===== config.mk =====
export PLATFORM = sky130hd
export DESIGN_NAME = dff_pipe
export DESIGN_NICKNAME = d
export VERILOG_FILES = /design/src/rtl/dff_pipe.sv
export SDC_FILE = /design/constraint.sdc
export NUM_CORES = 1
export LEC_CHECK = 0
export BUFFER_PORTS_ARGS = -buffer_cell sky130_fd_sc_hd__buf_2
export CAP_MARGIN = 20
export CORE_MARGIN = 2
export CORE_UTILIZATION = 51
export DETAILED_ROUTE_END_ITERATION = 10
export GPL_ROUTABILITY_DRIVEN = 0
export PLACE_DENSITY_LB_ADDON = 0.2
export SKIP_LAST_GASP = 1
export SLEW_MARGIN = 30
export SYNTH_ARGS = -nofsm -noshare
export SYNTH_HDL_FRONTEND = slang
export SYNTH_SLANG_ARGS = --single-unit

===== constraint.sdc =====
create_clock -name clk -period 3 [get_ports clk]
set_clock_uncertainty 0.05 [all_clocks]
set_input_delay 0.15 -clock clk [delete_from_list [all_inputs] [get_ports clk]]
set_output_delay 0.15 -clock clk [all_outputs]
set_load 0.05 [all_outputs]

===== src/rtl/dff_pipe.sv =====
// -----------------------------------------------------------------------------
// dff_pipe
//   A WIDTH-bit, DEPTH-stage stallable delay line. Each stage has a valid flag.
//   There is a synchronous flush of the flags, and a registered count of how
//   many stages currently hold valid data.
//
//   Priority at each rising edge: rst_sync > clr > en > hold.
//   Data always shifts when en=1, clr or not. Only the valid flags are flushed.
//   Consumers must qualify taps with valid_taps.
//
// Ports
//   clk         rising-edge clock
//   rst_sync    synchronous active-high reset (data <- RESET_VAL, flags <- 0)
//   en          advance enable; 0 = every stage holds
//   clr         synchronous flush of all valid flags (and occupancy)
//   d, d_valid  input word and its qualifier, entering stage 0
//   q, q_valid  last stage (DEPTH-1) data and flag
//   taps        all stage data, stage i at [i*WIDTH +: WIDTH]
//   valid_taps  bit i = valid flag of stage i
//   occupancy   number of set valid flags, kept as a register
// -----------------------------------------------------------------------------
module dff_pipe #(
  parameter int               WIDTH     = 8,
  parameter int               DEPTH     = 4,
  parameter logic [WIDTH-1:0] RESET_VAL = '0
) (
  input  logic                       clk,
  input  logic                       rst_sync,
  input  logic                       en,
  input  logic                       clr,
  input  logic [WIDTH-1:0]           d,
  input  logic                       d_valid,
  output logic [WIDTH-1:0]           q,
  output logic                       q_valid,
  output logic [WIDTH*DEPTH-1:0]     taps,
  output logic [DEPTH-1:0]           valid_taps,
  output logic [$clog2(DEPTH+1)-1:0] occupancy
);

  localparam int OCC_W = $clog2(DEPTH+1);

  logic [DEPTH-1:0][WIDTH-1:0] r_data;
  logic [DEPTH-1:0]            r_vld;
  logic [OCC_W-1:0]            r_occ;

  // Next-state values for a plain advance. They are only used when en=1.
  logic [DEPTH-1:0][WIDTH-1:0] w_data_sh;
  logic [DEPTH-1:0]            w_vld_sh;
  logic [OCC_W-1:0]            w_occ_adv;

  assign w_data_sh[0] = d;
  assign w_vld_sh[0]  = d_valid;

  genvar gi;
  generate
    for (gi = 1; gi < DEPTH; gi++) begin : g_shift
      assign w_data_sh[gi] = r_data[gi-1];
      assign w_vld_sh[gi]  = r_vld[gi-1];
    end
  endgenerate

  // Entry and exit in the same cycle cancel out. The count cannot leave
  // 0..DEPTH because it is tied one-to-one to the flags.
  assign w_occ_adv = r_occ + OCC_W'(d_valid) - OCC_W'(r_vld[DEPTH-1]);

  always_ff @(posedge clk) begin
    if (rst_sync) begin
      r_data <= {DEPTH{RESET_VAL}};
      r_vld  <= '0;
      r_occ  <= '0;
    end else begin
      // Data ignores clr. It only follows en.
      if (en) r_data <= w_data_sh;

      if (clr) begin
        r_vld <= '0;
        r_occ <= '0;
      end else if (en) begin
        r_vld <= w_vld_sh;
        r_occ <= w_occ_adv;
      end
    end
  end

  assign q          = r_data[DEPTH-1];
  assign q_valid    = r_vld[DEPTH-1];
  assign taps       = r_data;
  assign valid_taps = r_vld;
  assign occupancy  = r_occ;

endmodule


==> Word-level counts from Yosys, hierarchy flattened <==
Cells that the tools add are included.
{ "op_classes": {"addsub": 2, "reduce_logical": 1} }
{ "ops": {"columns": ["cell", "n"], "rows": [
  ["$add 3x1->3", 1],
  ["$sub 3x1->3", 1],
  ["$reduce_or 2->1", 1]
]} }
{ "totals": {"output_inout_bits": 48, "register_bits": 39} }

==> Logic depth before layout (Yosys ltp) <==
Gate-level depths: netlist (run 1).
{ "logic_depth": {"depth_word": 2, "ltp_mapped": 9, "mapped_depth_nobuf": 9} }

==> Least setup slack after synthesis (run 1) <==
Ideal clock, no wire load.
{ "synth_path": {"path_kind": "register to register", "start": "reg r_occ[0] (netlist: occupancy[0])", "end": "reg r_occ[2] (netlist: occupancy[2])", "setup_time_ns": 0.116, "t_arrival_ns": 2.015, "stages_incl_launch_ff": 10, "slack_ns": 0.819, "cell_sequence": "dfxtp_1 -> inv_1 -> ha_1 -> inv_1 -> ha_1 -> inv_1 -> fa_1 -> xor2_1 -> a211oi_2 -> a31o_1"} }
{ "synth_via": {"elab_chain_cells": 2} }
{ "synth_lines": {"columns": ["element", "line", "rtl"], "rows": [
  ["start: declaration", "44", "logic [OCC_W-1:0] r_occ;"],
  ["start signal: assignment", "80", "r_occ <= w_occ_adv;"],
  ["$add 3x1->3", "64", "assign w_occ_adv = r_occ + OCC_W'(d_valid) - OCC_W'(r_vld[DEPTH-1]);"],
  ["$sub 3x1->3", "64", null]
]} }
Every way passes these cells.
A chain may end at the register's enable or synchronous reset.

==> Worst setup path in the final report (run 1) <==
Ends and elaborated chain as after synthesis.

==> results of run 1 <==
[cells in the mapped netlist]
master and n:
a31o_1 1, buf_4 13, ha_1 2, mux2i_1 37, or2_1 1, a211oi_1 1, nor2_1 39, inv_1 4
buf_2 1, dfxtp_1 39, fa_1 1, a211oi_2 1, buf_6 2, clkbuf_1 3, xor2_1 1
[per-stage QoR]
| step | util | cells | hold WS [ps] |
|---|---|---|---|
| 6_report | 0.6708 | 233 | 30.29 |
| 5_1_grt | 0.6708 | 233 | 17.87 |
| 4_1_cts | 0.6708 | 233 | 26.85 |
| 3_5_place_dp | 0.6213 | 218 | 345.5 |
| 3_3_place_gp | 0.6204 | 218 | 331.8 |
| 2_1_floorplan | - | 146 | 247.2 |
[path summary, 6_finish.rpt]
| path | from | endpoint | slack, ps | depth (start not counted) |
|---|---|---|---|---|
| setup / recovery | occupancy[0]$_SDFFE_PP0P_ | occupancy[2]$_SDFFE_PP0P_ | 1050 | 9 |
| hold / removal | d[6] | taps[6]$_SDFFE_PP0P_ | 30 | 3 |
| setup reg to reg | occupancy[0]$_SDFFE_PP0P_ | occupancy[2]$_SDFFE_PP0P_ | 1050 | 9 |
| hold reg to reg | q[6]$_SDFFE_PP0P_ | q[6]$_SDFFE_PP0P_ | 470 | 2 |
[state kept, by name (all words and copies together) (netlist names)]
register,cells
q,8
taps,24
occupancy,3
valid_taps,4
[where the power goes]
| group | switching [mW] | internal (mW) |
|---|---|---|
| Clock | 0.158 | 0.138 |
| Combinational | 0.0932 | 0.0442 |
| Sequential | 0.0107 | 0.532 |
[critical path, stage by stage, from the launching register on]
cell and delay, ps:
dfxtp_1 360, inv_1 50, ha_1 260, inv_1 60, ha_1 130, inv_1 50, fa_1 370, xor2_1 220
a211oi_2 100, a31o_1 200
[cells by family (layout without fill, tap and decap cells)]
logic type                 Yosys count  in the layout  share of synthesized area
buffers and inverters               23             79                    0.09844
DFF                                 39             39                     0.5077
and+or+nand+nor                     40             40                    0.09927
AOI/OAI and AO/OA                    3              3                    0.01872
muxes                               37             37                     0.2408
adders and majority gates            3              3                    0.02929
xor gates and xnor gates             1              1                   0.005697
[per-layer routing]
layer  global-route usage  vias to the layer above  share of wire
met5                    0                        -              0
li1                     -                      577              -
met3              0.07253                        5          0.070
met1               0.1978                      532           0.43
met4              0.06818                        0          0.015
met2               0.2905                       37           0.49
[cell type report]
| cell class | count | area [sq um] |
|---|---|---|
| sequential | 39 | 780.7 |
| timing repair buffer | 67 | 372.9 |
| tap | 31 | 38.79 |
| fill | 263 | 923.4 |
| clock buffer | 8 | 68.82 |
| multi-input combinational | 84 | 605.6 |
| inverter | 4 | 15.01 |
==> reports/results.tsv, run 1 <==
stage	metric	value	unit
cells_and_area	design_area	1882	sq um
timing	final_hold_viol_count	0	
power	power.leakage	1.019	nW
power	powerDensity	518.9	nW/um^2
floorplanning	die-area	3470	sq um
global_routing	grt_pass1_wl	4485	microns
logic_synthesis	synth_area_per_cell	10.53	sq um
logic_synthesis	ys_seq_area_frac	0.5077	
timing	setup_tns	0	ps
critical_path	criticalPathCategory	reg2reg	
detailed_routing	via_count	1151	
timing	fmax	511.8	MHz
cells_and_area	final_cell_mix	59 x buf_2, 39 x nor2_1, 39 x dfxtp_1	
clock_network	post_cts_buffers	0	
detailed_routing	drcViolationCount	4	
timing	setup_viol	0	
power	vdd_ir_drop_max	0.3699	mV
placed_design	port_buffers	60	
critical_path	cp-end-kind	flip-flop	
timing	max_slew_margin	0.5750	
detailed_routing	postRouteAntennaNets	0	
logic_synthesis	synth.largest_area_cell	dfxtp_1	
timing	finalWorstSetupSlack	1046	ps
critical_path	cp-start-kind	flip-flop	
floorplanning	coreArea	2805	sq um
clock_network	cts-root-buf	clkbuf_4	
detailed_routing	wl_per_cell	11.96	microns
hold_path	hold_class	in2reg	
clock_network	cts_tree	built	
logic_synthesis	synth_top_area_frac	0.5077	
logic_synthesis	syn_area	1538	sq um
global_routing	gr-usage-all-layers	0.1744	
logic_synthesis	synthCells	146	
logic_synthesis	ys_warn_count	0	
floorplanning	rows	19	
global_routing	antenna_found_initial	0	
logic_synthesis	netlist_top_cells_area	dfxtp_1 51%, mux2i_1 24%, nor2_1 9.5%, buf_4 6.3%, ha_1 1.6%	
placed_design	place_area	1743	sq um
critical_path	crit_fanout	3	
global_routing	grt_start_max_net_pins	42	
detailed_routing	routed_wl	2787	microns
clock_network	clk_latency	340	ps
timing	fin_crit_sh	0.6513	
clock_network	h-tree-depth	2	
logic_synthesis	synth_cell_types	15	
detailed_routing	drt_iter0_drc	36	
cells_and_area	syn_to_final_growth	22.38	%
cells_and_area	num_antenna_cells	0	
timing	fin_crit	1954	ps
clock_network	numCtsBuffers	5	
timing	worst_slew_pin_slew	637.5	ps
logic_synthesis	syn_nets	162	
detailed_routing	drt-pass1-iter-count	7	
critical_path	required	3190	ps
clock_network	post_cts_resized	0	
global_routing	grt_pass1_vias	1021	
clock_network	cts_sinks	39	
status	violations	design-rule violations	
clock_network	cts_buffer_depth	2	
floorplanning	initial_core_util	0.5482	
cells_and_area	layout_commonest_cell	buf_2	
floorplanning	die_w	58.91	microns
global_routing	globalRoute.totalOverflow	0	
flow_run	maxCapViolations	0	
floorplanning	io_pins	61	
detailed_routing	post_drt_via_cell_ratio	4.940	
timing	grt_setup_unrepaired	no	
timing	slew_violations	0	
critical_path	crit_arrival	2140	ps
floorplanning	die_h	58.91	microns
placed_design	dp_hpwl	1901	microns
clock_network	cts_hold_buffers	7	
placed_design	dp_slack	1049	ps
cells_and_area	nNetsFinal	217	
cells_and_area	drive_gt1_frac	0.3366	
clock_network	clkTransAtPathRegs	100	ps
logic_synthesis	ys_seq_elements	39	
status	outcome	finished with violations	
power	power	0.9765	mW
(Power assumes the default switching activity.)
==> run 2, diff against run 1 <==
- ABC_AREA: not set -> 1
- CORE_UTILIZATION: 51 -> 42
- clock period: 3 -> 1.7 ns (I/O delays scaled with it)
==> reports/results.tsv, run 2 <==
stage	metric	value	unit	change
clock_network	cts_tree	built		
cells_and_area	seq_area	788.3	sq um	+0.96%
critical_path	crit_chain	ha_4, inv_4, ha_4, inv_2, fa_2, inv_2, nand2_2, nand3_2, nand2_1, nand2_1, nor2_1		
logic_synthesis	synth_most_common_cell	nor2_1		
global_routing	gr-usage-all-layers	0.1728		-0.001617
cells_and_area	nNetsFinal	265		+22%
clock_network	cts_buffer_depth	2		unchanged
timing	final_hold_viol_count	0		unchanged
cells_and_area	final_cell_count_no_fill	296		+27%
floorplanning	io_pins	61		unchanged
power	powerDensity	1056	nW/um^2	+100%
clock_network	clk_latency	350	ps	about the same
logic_synthesis	syn_area	1508	sq um	-2.0%
timing	fin_crit_sh	0.9595		+0.3082
logic_synthesis	ys_warn_count	0		unchanged
clock_network	numCtsBuffers	5		unchanged
clock_network	cts_sinks	39		unchanged
placed_design	dpl.cell_count	278		+28%
timing	worst_slew_pin_slew	614.1	ps	-23.41 ps
cells_and_area	multi_input_area	584.3	sq um	-3.5%
global_routing	antenna_found_initial	0		unchanged
logic_synthesis	synth_edf_count	0		unchanged
timing	setup_viol	0		unchanged
detailed_routing	drt-pass1-iter-count	4		-3
detailed_routing	drt_iter0_drc	53		+47%
timing	slew_violations	0		unchanged
logic_synthesis	synthArstFlopShare	0		unchanged
detailed_routing	post_drt_via_cell_ratio	4.490		-9.1%
cells_and_area	num_antenna_cells	0		unchanged
critical_path	slowest_delay	370	ps	about the same
cells_and_area	n_fill_cell	316		+20%
detailed_routing	via_count	1329		+15%
critical_path	crit_fanout	4		+1
cells_and_area	drive_gt1_frac	0.3320		-0.004634
floorplanning	coreArea	3390	sq um	+21%
timing	fmax	613.1	MHz	+20%
logic_synthesis	netlist_top_cells_area	dfxtp_1 52%, nor2_1 19%, o21ai_0 13%, buf_4 4.5%, buf_6 3.7%		
cells_and_area	final_cell_mix	75 x nor2_1, 60 x buf_2, 38 x o21ai_0		
placed_design	port_buffers	60		unchanged
critical_path	required	1900	ps	-1290 ps
cells_and_area	largest_register_ffs	24		unchanged
global_routing	grt_pass1_wl	5589	microns	+25%
floorplanning	die_h	63.92	microns	+8.5%
detailed_routing	postRouteAntennaNets	0		unchanged
logic_synthesis	synth_area_per_cell	7.935	sq um	-25%
logic_synthesis	ys_seq_area_frac	0.5178		+0.01011
placed_design	dp_hpwl	2024	microns	+6.4%
clock_network	cts-root-buf	clkbuf_4		
critical_path	critPathSlowestCell	dfxtp_4		
global_routing	grt_pass1_vias	1252		+23%
power	power.leakage	0.9773	nW	-4.1%
logic_synthesis	ys.flop_type	dfxtp_1		
floorplanning	rows	21		+2
cells_and_area	syn_to_final_growth	30.12	%	
logic_synthesis	synth_common_cells	75 x nor2_1, 39 x dfxtp_1, 38 x o21ai_0		
cells_and_area	layout_commonest_cell	nor2_1		
detailed_routing	wl_per_cell	11.03	microns	-7.8%
floorplanning	initial_core_util	0.4448		-0.1034
logic_synthesis	syn_nets	206		+27%
floorplanning	die-area	4085	sq um	+18%
timing	setup_tns	0	ps	unchanged
clock_network	h-tree-depth	2		unchanged
logic_synthesis	synth_top_area_frac	0.5178		+0.01011
power	vdd_ir_drop_max	0.5730	mV	+55%
clock_network	clkTransAtPathRegs	110	ps	about the same
timing	max_slew_margin	0.5900		+0.01501
logic_synthesis	synth_cell_types	15		unchanged
detailed_routing	routed_wl	3264	microns	+17%
critical_path	cp-end-kind	flip-flop		
logic_synthesis	synth.largest_area_cell	dfxtp_1		
critical_path	path_buf_inv	3		unchanged
logic_synthesis	ys_seq_elements	39		unchanged
timing	fin_crit	1631	ps	-322.8 ps
timing	grt_setup_unrepaired	yes		
global_routing	globalRoute.totalOverflow	0		unchanged
logic_synthesis	synthCells	190		+30%
floorplanning	die_w	63.92	microns	+8.5%
critical_path	crit_arrival	1830	ps	-310 ps
hold_path	hold_class	in2reg		
detailed_routing	drcViolationCount	0		-4
critical_path	cp-start-kind	flip-flop		
global_routing	grt_start_max_net_pins	39		-7.1%
critical_path	crit_family	adder cells		
flow_run	maxCapViolations	0		unchanged
critical_path	criticalPathCategory	reg2reg		
status	outcome	complete, no violations		
[run 2: cell types whose count changed in the layout (fill, tap and decap cells not counted), sizes merged, moves of 3 or more]
cell	delta
mux2i	-37
dlygate4sd3	+3
o21ai	+38
inv	+4
nor2	+36
nand2	+4
[run 2: logic make-up after synthesis]
group | count (synthesis) | share of synthesized area
buf+inv | 28 | 0.1195
simple gates | 80 | 0.2000
flops | 39 | 0.5178
fa+ha+maj | 3 | 0.02987
compound gates | 40 | 0.1328
[run 2: area by class of cell]
cell class,instances,share of cell area
timing repair buffer,72,0.2117
sequential,39,0.4018
tap,46,0.02934
multi-input combinational,123,0.2978
inverter,8,0.01786
clock buffer,7,0.03890
clock inverter,1,0.002551
[run 2: final timing paths]
path / depth (start not counted) / endpoint / from / slack [ps]
max: 11 / occupancy[2]$_SDFFE_PP0P_ / valid_taps[3]$_SDFFE_PP0P_ / 70
min: 4 / occupancy[2]$_SDFFE_PP0P_ / rst_sync / 40
max reg2reg: 11 / occupancy[2]$_SDFFE_PP0P_ / valid_taps[3]$_SDFFE_PP0P_ / 70
min reg2reg: 2 / valid_taps[1]$_SDFFE_PP0P_ / valid_taps[1]$_SDFFE_PP0P_ / 440
[run 2: where the power goes]
| group | switching (mW) | internal, mW | total, mW |
|---|---|---|---|
| sequential | 0.0387 | 0.968 | 1.01 |
| clock | 0.304 | 0.289 | 0.593 |
| combinational | 0.355 | 0.118 | 0.473 |
[run 2: per-layer routing]
layer  up-vias  global-route usage  part of all wire
met5         -                   0                 0
met4         0             0.04076                 0
met3         0             0.06690             0.063
met2        40              0.2721              0.45
met1       582              0.2227              0.49
li1        707                   -                 -
[run 2: what timing repair did]
item	CTS	global route
endpoints found under the hold margin	10	0
setup endpoints to repair	0	1
hold buffers	10	0
resized for setup	0	6
buffers inserted	0	0
[run 2: stage by stage]
step	total power [mW]	worst slack, ps	hold slack (ps)	util	area [sq um]
floorplan	1.398	-4.644	169.9	-	1543
global placement	1.474	90.93	260.3	0.5209	1765
detailed placement	1.476	56.24	261.4	0.5209	1765
CTS	2.091	32.90	2.351	0.5744	1947
global route	2.192	-48.38	41.71	0.5788	1962
finish	2.072	68.91	42.26	0.5788	1962
[run 2: worst reg2reg max path, delay by kind of cell, from the launching register on]
kind / cells / cell delay [ps]
fa+ha+maj: 3 / 710
flops: 1 / 370
simple gates: 5 / 250
buf+inv: 3 / 140
